==> src/rtl/alu_bitserial_seq_if.sv <==
// CPU-side request/response bundle for the bit-serial ALU sequencer.
interface alu_bitserial_seq_if #(
  parameter int unsigned WIDTH = 32
);
  logic             start;
  logic [3:0]       ALU_control;
  logic [WIDTH-1:0] src1;
  logic [WIDTH-1:0] src2;
  logic             busy;
  logic             done;
  logic [WIDTH-1:0] result;
  logic             zero;
  logic             cout;
  logic             overflow;

  // Requester side: issues operations, observes result and flags.
  modport master (
    output start, ALU_control, src1, src2,
    input  busy, done, result, zero, cout, overflow
  );

  // Sequencer side.
  modport slave (
    input  start, ALU_control, src1, src2,
    output busy, done, result, zero, cout, overflow
  );
endinterface

==> src/rtl/alu_bitserial_seq.sv <==
// Bit-serial ALU sequencer: walks WIDTH-bit operands LSB first through one
// external 1-bit ALU slice, carrying between cycles. SLT uses a second pass
// that feeds the computed sign-compare bit into the slice's less input.
module alu_bitserial_seq #(
  parameter int unsigned WIDTH = 32,
  parameter int unsigned CNT_W = 5
) (
  input  logic                clk,
  input  logic                rst,
  alu_bitserial_seq_if.slave  bus,
  output logic                slice_src1,
  output logic                slice_src2,
  output logic                slice_less,
  output logic                slice_A_invert,
  output logic                slice_B_invert,
  output logic                slice_cin,
  output logic [1:0]          slice_operation,
  input  logic                slice_result,
  input  logic                slice_cout
);

  localparam logic [1:0] StIdle = 2'd0;
  localparam logic [1:0] StRun  = 2'd1;
  localparam logic [1:0] StSlt2 = 2'd2;
  localparam logic [1:0] StDone = 2'd3;

  localparam logic [CNT_W-1:0] IdxLast = CNT_W'(WIDTH - 1);

  logic [1:0]       state_q, state_d;
  logic [WIDTH-1:0] a_q, a_d;
  logic [WIDTH-1:0] b_q, b_d;
  logic [3:0]       ctl_q, ctl_d;
  logic [CNT_W-1:0] idx_q, idx_d;
  logic             carry_q, carry_d;
  logic [WIDTH-1:0] result_q, result_d;
  logic             zero_q, zero_d;
  logic             cout_q, cout_d;
  logic             ovf_q, ovf_d;
  logic             set_q, set_d;

  logic       a_inv, b_inv, is_arith, is_slt, active, idx_last, cin_bit;
  logic [1:0] op;

  // Decode the latched control code into slice controls for the current pass.
  always_comb begin
    a_inv    = 1'b0;
    b_inv    = 1'b0;
    op       = 2'b00;
    is_arith = 1'b0;
    is_slt   = 1'b0;
    case (ctl_q)
      4'b0001: op = 2'b01;
      4'b0010: begin
        op       = 2'b10;
        is_arith = 1'b1;
      end
      4'b0110: begin
        b_inv    = 1'b1;
        op       = 2'b10;
        is_arith = 1'b1;
      end
      4'b1100: begin
        a_inv = 1'b1;
        b_inv = 1'b1;
      end
      4'b0111: begin
        b_inv  = 1'b1;
        op     = 2'b10;
        is_slt = 1'b1;
      end
      default: ; // unsupported codes run as AND
    endcase
    // Second SLT pass: LESS op, so each result bit is just the less input.
    if (state_q == StSlt2) begin
      a_inv = 1'b0;
      b_inv = 1'b1;
      op    = 2'b11;
    end
  end

  assign active   = (state_q == StRun) || (state_q == StSlt2);
  assign idx_last = (idx_q == IdxLast);
  // B_inv doubles as the +1 of two's-complement negation on bit 0.
  assign cin_bit  = (idx_q == '0) ? b_inv : carry_q;

  // Slice drive; everything forced to 0 outside the two working states.
  always_comb begin
    slice_src1      = active & a_q[idx_q];
    slice_src2      = active & b_q[idx_q];
    slice_less      = (state_q == StSlt2) && (idx_q == '0) && set_q;
    slice_A_invert  = active & a_inv;
    slice_B_invert  = active & b_inv;
    slice_cin       = active & cin_bit;
    slice_operation = active ? op : 2'b00;
  end

  // Next-state: accept, per-bit capture, end-of-pass flag capture.
  always_comb begin
    state_d  = state_q;
    a_d      = a_q;
    b_d      = b_q;
    ctl_d    = ctl_q;
    idx_d    = idx_q;
    carry_d  = carry_q;
    result_d = result_q;
    zero_d   = zero_q;
    cout_d   = cout_q;
    ovf_d    = ovf_q;
    set_d    = set_q;
    case (state_q)
      StIdle: begin
        if (bus.start) begin
          a_d      = bus.src1;
          b_d      = bus.src2;
          ctl_d    = bus.ALU_control;
          idx_d    = '0;
          carry_d  = 1'b0;
          result_d = '0;
          zero_d   = 1'b0;
          cout_d   = 1'b0;
          ovf_d    = 1'b0;
          set_d    = 1'b0;
          state_d  = StRun;
        end
      end
      StRun: begin
        result_d[idx_q] = slice_result;
        carry_d         = slice_cout;
        idx_d           = idx_q + CNT_W'(1);
        if (idx_last) begin
          idx_d = '0;
          if (is_arith) begin
            ovf_d  = cin_bit ^ slice_cout;
            cout_d = slice_cout;
          end
          if (is_slt) begin
            // Sign of A-B corrected for overflow gives signed A < B.
            set_d   = slice_result ^ (cin_bit ^ slice_cout);
            state_d = StSlt2;
          end else begin
            zero_d  = (result_d == '0);
            state_d = StDone;
          end
        end
      end
      StSlt2: begin
        result_d[idx_q] = slice_result;
        carry_d         = slice_cout;
        idx_d           = idx_q + CNT_W'(1);
        if (idx_last) begin
          idx_d   = '0;
          zero_d  = (result_d == '0);
          state_d = StDone;
        end
      end
      StDone: state_d = StIdle;
      default: state_d = StIdle;
    endcase
  end

  // State registers with synchronous reset.
  always_ff @(posedge clk) begin
    if (rst) begin
      state_q  <= StIdle;
      a_q      <= '0;
      b_q      <= '0;
      ctl_q    <= 4'b0000;
      idx_q    <= '0;
      carry_q  <= 1'b0;
      result_q <= '0;
      zero_q   <= 1'b0;
      cout_q   <= 1'b0;
      ovf_q    <= 1'b0;
      set_q    <= 1'b0;
    end else begin
      state_q  <= state_d;
      a_q      <= a_d;
      b_q      <= b_d;
      ctl_q    <= ctl_d;
      idx_q    <= idx_d;
      carry_q  <= carry_d;
      result_q <= result_d;
      zero_q   <= zero_d;
      cout_q   <= cout_d;
      ovf_q    <= ovf_d;
      set_q    <= set_d;
    end
  end

  assign bus.busy     = (state_q != StIdle);
  assign bus.done     = (state_q == StDone);
  assign bus.result   = result_q;
  assign bus.zero     = zero_q;
  assign bus.cout     = cout_q;
  assign bus.overflow = ovf_q;

endmodule

==> src/flat_wrapper.sv <==
// flat-port wrapper written by rule: the top's interface ports become plain ports
module alu_bitserial_seq_flat 
#(
  parameter int unsigned WIDTH = 32,
  parameter int unsigned CNT_W = 5
)
  (clk, rst, slice_src1, slice_src2, slice_less, slice_A_invert, slice_B_invert, slice_cin, slice_operation, slice_result, slice_cout, bus_start, bus_ALU_control, bus_src1, bus_src2, bus_busy, bus_done, bus_result, bus_zero, bus_cout, bus_overflow);
  alu_bitserial_seq_if #(.WIDTH(WIDTH)) bus_i ();
  input  logic clk;
  input  logic rst;
  output logic slice_src1;
  output logic slice_src2;
  output logic slice_less;
  output logic slice_A_invert;
  output logic slice_B_invert;
  output logic slice_cin;
  output logic [1:0] slice_operation;
  input  logic slice_result;
  input  logic slice_cout;
  input wire logic [$bits(bus_i.start)-1:0] bus_start;
  input wire logic [$bits(bus_i.ALU_control)-1:0] bus_ALU_control;
  input wire logic [$bits(bus_i.src1)-1:0] bus_src1;
  input wire logic [$bits(bus_i.src2)-1:0] bus_src2;
  output wire logic [$bits(bus_i.busy)-1:0] bus_busy;
  output wire logic [$bits(bus_i.done)-1:0] bus_done;
  output wire logic [$bits(bus_i.result)-1:0] bus_result;
  output wire logic [$bits(bus_i.zero)-1:0] bus_zero;
  output wire logic [$bits(bus_i.cout)-1:0] bus_cout;
  output wire logic [$bits(bus_i.overflow)-1:0] bus_overflow;
  assign bus_i.start = bus_start;
  assign bus_i.ALU_control = bus_ALU_control;
  assign bus_i.src1 = bus_src1;
  assign bus_i.src2 = bus_src2;
  assign bus_busy = bus_i.busy;
  assign bus_done = bus_i.done;
  assign bus_result = bus_i.result;
  assign bus_zero = bus_i.zero;
  assign bus_cout = bus_i.cout;
  assign bus_overflow = bus_i.overflow;
  alu_bitserial_seq #(.WIDTH(WIDTH), .CNT_W(CNT_W)) u_core (.clk(clk), .rst(rst), .bus(bus_i), .slice_src1(slice_src1), .slice_src2(slice_src2), .slice_less(slice_less), .slice_A_invert(slice_A_invert), .slice_B_invert(slice_B_invert), .slice_cin(slice_cin), .slice_operation(slice_operation), .slice_result(slice_result), .slice_cout(slice_cout));
endmodule
==> config.mk <==
export PLATFORM = sky130hd
export DESIGN_NAME = alu_bitserial_seq_flat
export DESIGN_NICKNAME = d
export VERILOG_FILES = /design/src/rtl/alu_bitserial_seq_if.sv /design/src/rtl/alu_bitserial_seq.sv /design/src/flat_wrapper.sv
export SDC_FILE = /design/constraint.sdc
export NUM_CORES = 1
export LEC_CHECK = 0
export ABC_AREA = 1
export CAP_MARGIN = 20
export CORE_ASPECT_RATIO = 0.5
export CORE_MARGIN = 2
export CORE_UTILIZATION = 50
export DETAILED_ROUTE_END_ITERATION = 6
export PLACE_DENSITY = 0.78
export REMOVE_ABC_BUFFERS = 1
export SLEW_MARGIN = 20
export SYNTH_ARGS = -nofsm -noshare
export SYNTH_HDL_FRONTEND = slang
export SYNTH_SLANG_ARGS = --single-unit
==> constraint.sdc <==
create_clock -name clk -period 2.72 [get_ports clk]
set_input_delay 0.408 -clock clk [delete_from_list [all_inputs] [get_ports clk]]
set_output_delay 0.408 -clock clk [all_outputs]
set_load 0.01 [all_outputs]
==> impl_metrics.yaml, run 1 <==
pwr:
  ir_drop_mv: 0.385
  leakagePower_nw: 2.90
  power_density_mw_per_mm2: 706
route:
  wirelength_mm: 15.8
  wl_per_cell_um: 13.7
  via_count: 6170
  vias_per_cell: 5.35
  drt_pass1_iterations: 7
  drtIter0Drc: 551
  route.detailed.drc: 0
  ant_nets: 0
die:
  row_count: 27
  dieWidth_um: 157
  start_util_pct: 52.3
  fp.dieArea_mm2: 0.0126
  dieHeight_um: 80.5
  design.core.area_mm2: 0.0112
  io_pins: 118
setup_path:
  path_class: "reg2out"
  cp_data_required_time_ns: 2.31
  startpoint_type: "flip-flop"
  worst-path-max-fanout: 19
  end_kind: "output port"
  arrival_ns: 2.08
logic_synthesis:
  synthTopCellsByCount: "nand2_1, a21oi_1, dfxtp_1, nand3_1, nor2_1"
  ys_ff_latch: 112
  synth_area_leader_cell: "dfxtp_1"
  synth_cells: 901
  synthArstFlopShare_pct: 0
  synth.distinct_cells: 30
  yosysTopAreaCellShare_pct: 38.4
  ys.flop_type: "dfxtp_1"
  ys.warnings.count: 0
  synth_area_leaders: "dfxtp_1, nand2_1, a21oi_1"
  avgSynthCellArea_um2: 6.49
  yosysMostFrequentCell: "nand2_1"
  syn_area_mm2: 0.00584
  synth-seq-area-share_pct: 38.4
  synth_edf_count: 0
placement:
  placed_cell_area_mm2: 0.00712
  place_congestion: 0.885
  port_buffers: 117
  dp.final_hpwl_mm: 10.8
clock_tree:
  htreeDepth: 3
  cts_buffer_depth: 2
  numClockSinks: 112
  insertion_delay_ns: 0.36
  cts-root-buf: "clkbuf_16"
  clk_pin_slew_ns: 0.08
  cts_buffers: 9
  tritoncts: "yes"
  ctsHoldBuffers: 0
sta:
  finalMaxSlewViolations: 0
  tightest_slew_ns: 0.693
  rsz0062_at_grt: "no"
  clock.fmax_mhz: 402
  relSlewSlack_pct: 53.8
  finalSetupViolations: 0
  period_share_pct: 91.4
  post-route-min-period_ns: 2.49
  finalClockSkew_ns: 0.00703
  final_hold_viol_count: 0
min_path:
  hold_path.class: "reg2reg"
layout:
  antennaDiodeCount: 0
  drive_gt1_share_pct: 6.04
  area_growth_pct: 27.5
  fin_area_mm2: 0.00745
  post-route-util_pct: 66.6
  nNetsFinal: 1073
global_route:
  grt_max_degree: 72
  grt_use_total_pct: 25.7
  antenna_found_initial: 0
  grt_first_pass_wirelength_mm: 25.8
  grt.overflow.total: 0
  grt_pass1_vias: 5433
run:
  cap_viol_max_count: 0
status:
  status: "finished, final reports clean"
==> area by class of cell <==
| cell class | count | area [um2] |
|---|---|---|
| Fill cell | 1019 | 3730 |
| Multi-Input combinational cell | 671 | 3120 |
| Sequential cell | 112 | 2250 |
| Timing Repair Buffer | 137 | 1370 |
| Clock buffer | 9 | 225 |
| Inverter | 58 | 224 |
| Tap cell | 159 | 199 |
| Clock inverter | 6 | 60.1 |
| Timing Repair inverter | 1 | 5.00 |
==> worst max-delay path, cell delays in order (launching register included) <==
cell	delay [ns]
dfxtp_4	0.39
clkinv_1	0.09
buf_4	0.21
o21ai_0	0.17
o22ai_1	0.13
nand2_1	0.08
nand2_1	0.05
nor3b_1	0.18
a21oi_1	0.12
dlygate4sd2_1	0.30
==> metrics by stage <==
stage          worst slack (ns)  std cells  hold WS, ns  setup TNS [ns]  total power (W)
2_1_floorplan            -0.517        841        0.435          -45.63          0.00316
3_3_place_gp              0.241       1135        0.449               0          0.00390
3_5_place_dp              0.192       1135        0.454               0          0.00394
4_1_cts                 0.00765       1153        0.466               0          0.00526
5_1_grt                   0.139       1153        0.484               0          0.00559
6_report                  0.233       1153        0.465               0          0.00526
==> flip-flops by register name, summed over array words and instances, names as in the netlist, 2 cells and up <==
name	flops
u_core.a_q	32
u_core.b_q	32
u_core.ctl_q	4
u_core.bus.result	32
u_core.idx_q	5
u_core.state_q	2
==> repair_timing <==
item	4_1_cts	5_1_grt
setup buffers	2	0
cloned	1	0
pin swaps	0	0
gates resized for setup	8	4
endpoints found under the hold margin	0	0
setup endpoints to repair	3	2
==> cells in the final DEF, fill, tap and decap left out, types with 2 or more instances in the layout <==
master and count:
o22ai_1 12, inv_1 51, clkdlybuf4s50_1 113, buf_12 3
nand3_1 74, dlymetal6s2s_1 2, clkinv_1 2, ha_1 10
inv_8 3, nor3_1 5, o21ai_0 45, inv_6 2
buf_4 17, inv_2 3, a211oi_1 5, nand2_2 2
dfxtp_1 107, nor2_4 6, dfxtp_2 4, nand4_1 27
nand2_1 296, nor2_2 2, nor2_1 64, nand2_4 2
a21oi_1 113, a31oi_1 2, clkbuf_16 9
==> cells by family (layout without fill, tap and decap cells) <==
group | Yosys count | count (layout) | share of synthesized area, %
AO/OA/AOI/OAI | 181 | 181 | 16.2
AND/OR/NAND/NOR | 480 | 480 | 34.9
flip-flops | 112 | 112 | 38.4
buffers and inverters | 118 | 211 | 8.33
adder cells (fa/ha/maj) | 10 | 10 | 2.14
==> path summary, 6_finish.rpt <==
check	slack (ns)	end	cells past startpoint	start
min	0.46	u_core.a_q[30]$_SDFFE_PP0P_	2	u_core.a_q[30]$_SDFFE_PP0P_
min reg2reg	0.46	u_core.a_q[30]$_SDFFE_PP0P_	2	u_core.a_q[30]$_SDFFE_PP0P_
max	0.23	slice_src1	9	u_core.idx_q[0]$_SDFFE_PP0P_
max reg2reg	0.30	u_core.bus.zero$_SDFFE_PP0P_	12	u_core.idx_q[1]$_SDFFE_PP0P_
==> per-layer routing <==
layer,wire length [um],vias to the layer above,track usage (%)
met3,826,17,5.45
li1,-,3132,-
met2,7090,188,41.7
met5,0,-,0
met4,159,0,6.33
met1,7750,2833,35.2
==> where the power goes <==
group | internal (W) | total, W | switching [W]
clock network | 0.000645 | 0.00131 | 0.000664
registers | 0.00186 | 0.00201 | 0.000142
logic | 0.000698 | 0.00195 | 0.00125
No activity file was read; power rests on OpenSTA's default activity.
==> run 2: changes to the inputs <==
--- a/config.mk
+++ b/config.mk
@@ -11,6 +11,7 @@
 export CORE_MARGIN = 2
 export CORE_UTILIZATION = 50
 export DETAILED_ROUTE_END_ITERATION = 6
+export GPL_TIMING_DRIVEN = 0
 export PLACE_DENSITY = 0.78
 export REMOVE_ABC_BUFFERS = 1
 export SLEW_MARGIN = 20
==> impl_metrics.yaml, run 2 (same netlist as run 1, synthesis figures left out) <==
sta:
  finalMaxSlewViolations: 0
  finalClockSkew_ns: 0.00579
  finalSetupViolations: 0
  tightest_slew_ns: 1.10
  period_share_pct: 96.1
  clock.fmax_mhz: 382
  timing.hold.ws_ns: 0.463
  relSlewSlack_pct: 26.3
  rsz0062_at_grt: "yes"
  final_hold_viol_count: 0
  post-route-min-period_ns: 2.62
min_path:
  hold_depth: 2
  hold_start: "u_core.b_q[29]$_SDFFE_PP0P_"
  hold_path.class: "reg2reg"
  hold_end: "u_core.b_q[29]$_SDFFE_PP0P_"
die:
  io_pins: 118
  fp.dieArea_mm2: 0.0126
  start_util_pct: 52.3
  dieWidth_um: 157
  row_count: 27
  dieHeight_um: 80.5
  design.core.area_mm2: 0.0112
clock_tree:
  clk_pin_slew_ns: 0.08
  tritoncts: "yes"
  numClockSinks: 112
  ctsHoldBuffers: 0
  htreeDepth: 3
  insertion_delay_ns: 0.36
  cts_buffers: 9
  cts_buffer_depth: 2
  cts-root-buf: "clkbuf_16"
global_route:
  antenna_found_initial: 0
  grt_max_degree: 74
  grt_pass1_vias: 5426
  grt.overflow.total: 0
  grt_use_total_pct: 25.3
  grt_first_pass_wirelength_mm: 25.6
layout:
  antennaDiodeCount: 0
  drive_gt1_share_pct: 6.75
  seq_area_mm2: 0.00226
  area_growth_pct: 29.0
  final_common_cell: "nand2_1"
  final_cell_mix: "nand2_1, clkdlybuf4s50_1, a21oi_1"
  fillers: 972
  multiInputGateArea_mm2: 0.00316
  nNetsFinal: 1071
setup_path:
  critical-path-max-stage-delay_ns: 0.56
  worstPathCellList: "clkinv_8, ha_1, nand2_1, nand2_1, a21oi_1, clkdlybuf4s50_1"
  startpoint_type: "flip-flop"
  r2r_cells: 14
  cp_data_required_time_ns: 2.31
  cp_common_cell: "nand2_1"
  r2r_setup_slack_ns: 0.21
  crit_slowest_cell: "clkdlybuf4s50_1"
  path_class: "reg2out"
  end_kind: "output port"
  arrival_ns: 2.21
  r2r-end: "u_core.bus.zero$_SDFFE_PP0P_"
  worstReg2RegStart: "u_core.idx_q[0]$_SDFFE_PP0P_"
  worst-path-max-fanout: 19
run:
  cap_viol_max_count: 0
route:
  vias_per_cell: 5.44
  ant_nets: 0
  drt_pass1_iterations: 6
  wl_per_cell_um: 14.3
  via_count: 6264
  wirelength_mm: 16.5
  route.detailed.drc: 0
  drtIter0Drc: 647
pwr:
  leakagePower_nw: 2.90
  p_total_w: 0.00540
  ir_drop_mv: 0.472
  power_density_mw_per_mm2: 717
placement:
  place_congestion: 0.893
  port_buffers: 117
  dp.final_hpwl_mm: 10.1
status:
  status: "finished, final reports clean"
run 2: timing repair:
item | CTS | global route
cloned | 0 | 1
resized for setup | 20 | 12
endpoints found under the setup margin | 27 | 44
setup buffers | 12 | 3
pin swaps | 2 | 0
run 2: area by class of cell:
cell class	count	area share, %
sequential	112	30.0
multi-input combinational	671	42.0
clock inverter	6	0.780
timing repair inverter	1	0.116
timing repair buffer	135	18.1
tap	159	2.64
clock buffer	10	3.04
inverter	58	3.35
run 2: worst max-delay path by stage:
stage / from / endpoint / slack [ns] / cells past startpoint
5_1_grt: u_core.idx_q[0]$_SDFFE_PP0P_ / u_core.bus.zero$_SDFFE_PP0P_ / -0.03 / 14
3_3_place_gp: bus_start / u_core.a_q[11]$_SDFFE_PP0P_ / -2.29 / 5
3_5_place_dp: u_core.idx_q[0]$_SDFFE_PP0P_ / slice_cin / -1.10 / 6
2_1_floorplan: u_core.state_q[0]$_SDFFE_PP0P_ / u_core.a_q[0]$_SDFFE_PP0P_ / -0.52 / 6
4_1_cts: u_core.state_q[0]$_SDFFE_PP0P_ / slice_src1 / 0.001 / 5
6_report: u_core.idx_q[0]$_SDFFE_PP0P_ / slice_cin / 0.10 / 6
run 2: report_power, final:
| group | internal (W) | switching [W] |
|---|---|---|
| logic | 0.000772 | 0.00129 |
| clock network | 0.000648 | 0.000669 |
| registers | 0.00186 | 0.000160 |
| total | 0.00328 | 0.00212 |
run 2: worst max-delay path: cells and delay by family (launching register included):
family	cells	cell delay, ns
buffers and inverters	2	0.71
flip-flops	1	0.50
adder cells (fa/ha/maj)	1	0.25
AND/OR/NAND/NOR	2	0.23
AO/OA/AOI/OAI	1	0.16
run 2: per-layer routing:
layer	share of wire [%]	wire, um	up-vias	track usage [%]
met5	0	0	-	0
met4	1.2	195	0	6.24
met3	7.1	1180	23	4.75
met2	47	7680	256	41.7
met1	45	7460	2845	34.4
li1	-	-	3140	-
run 2: per-stage QoR:
| step | cells | util [%] | worst slack [ns] | cell area (um2) | setup TNS [ns] |
|---|---|---|---|---|---|
| 2_1_floorplan | 841 | - | -0.517 | 5580 | -45.63 |
| 3_5_place_dp | 1119 | 62.6 | -1.10 | 7000 | -14.22 |
| 3_3_place_gp | 1117 | 62.1 | -2.29 | 6950 | -226.15 |
| 5_1_grt | 1152 | 67.4 | -0.0324 | 7540 | -0.0430 |
| 6_report | 1152 | 67.4 | 0.105 | 7540 | 0 |
| 4_1_cts | 1147 | 66.6 | 0.00128 | 7450 | 0 |
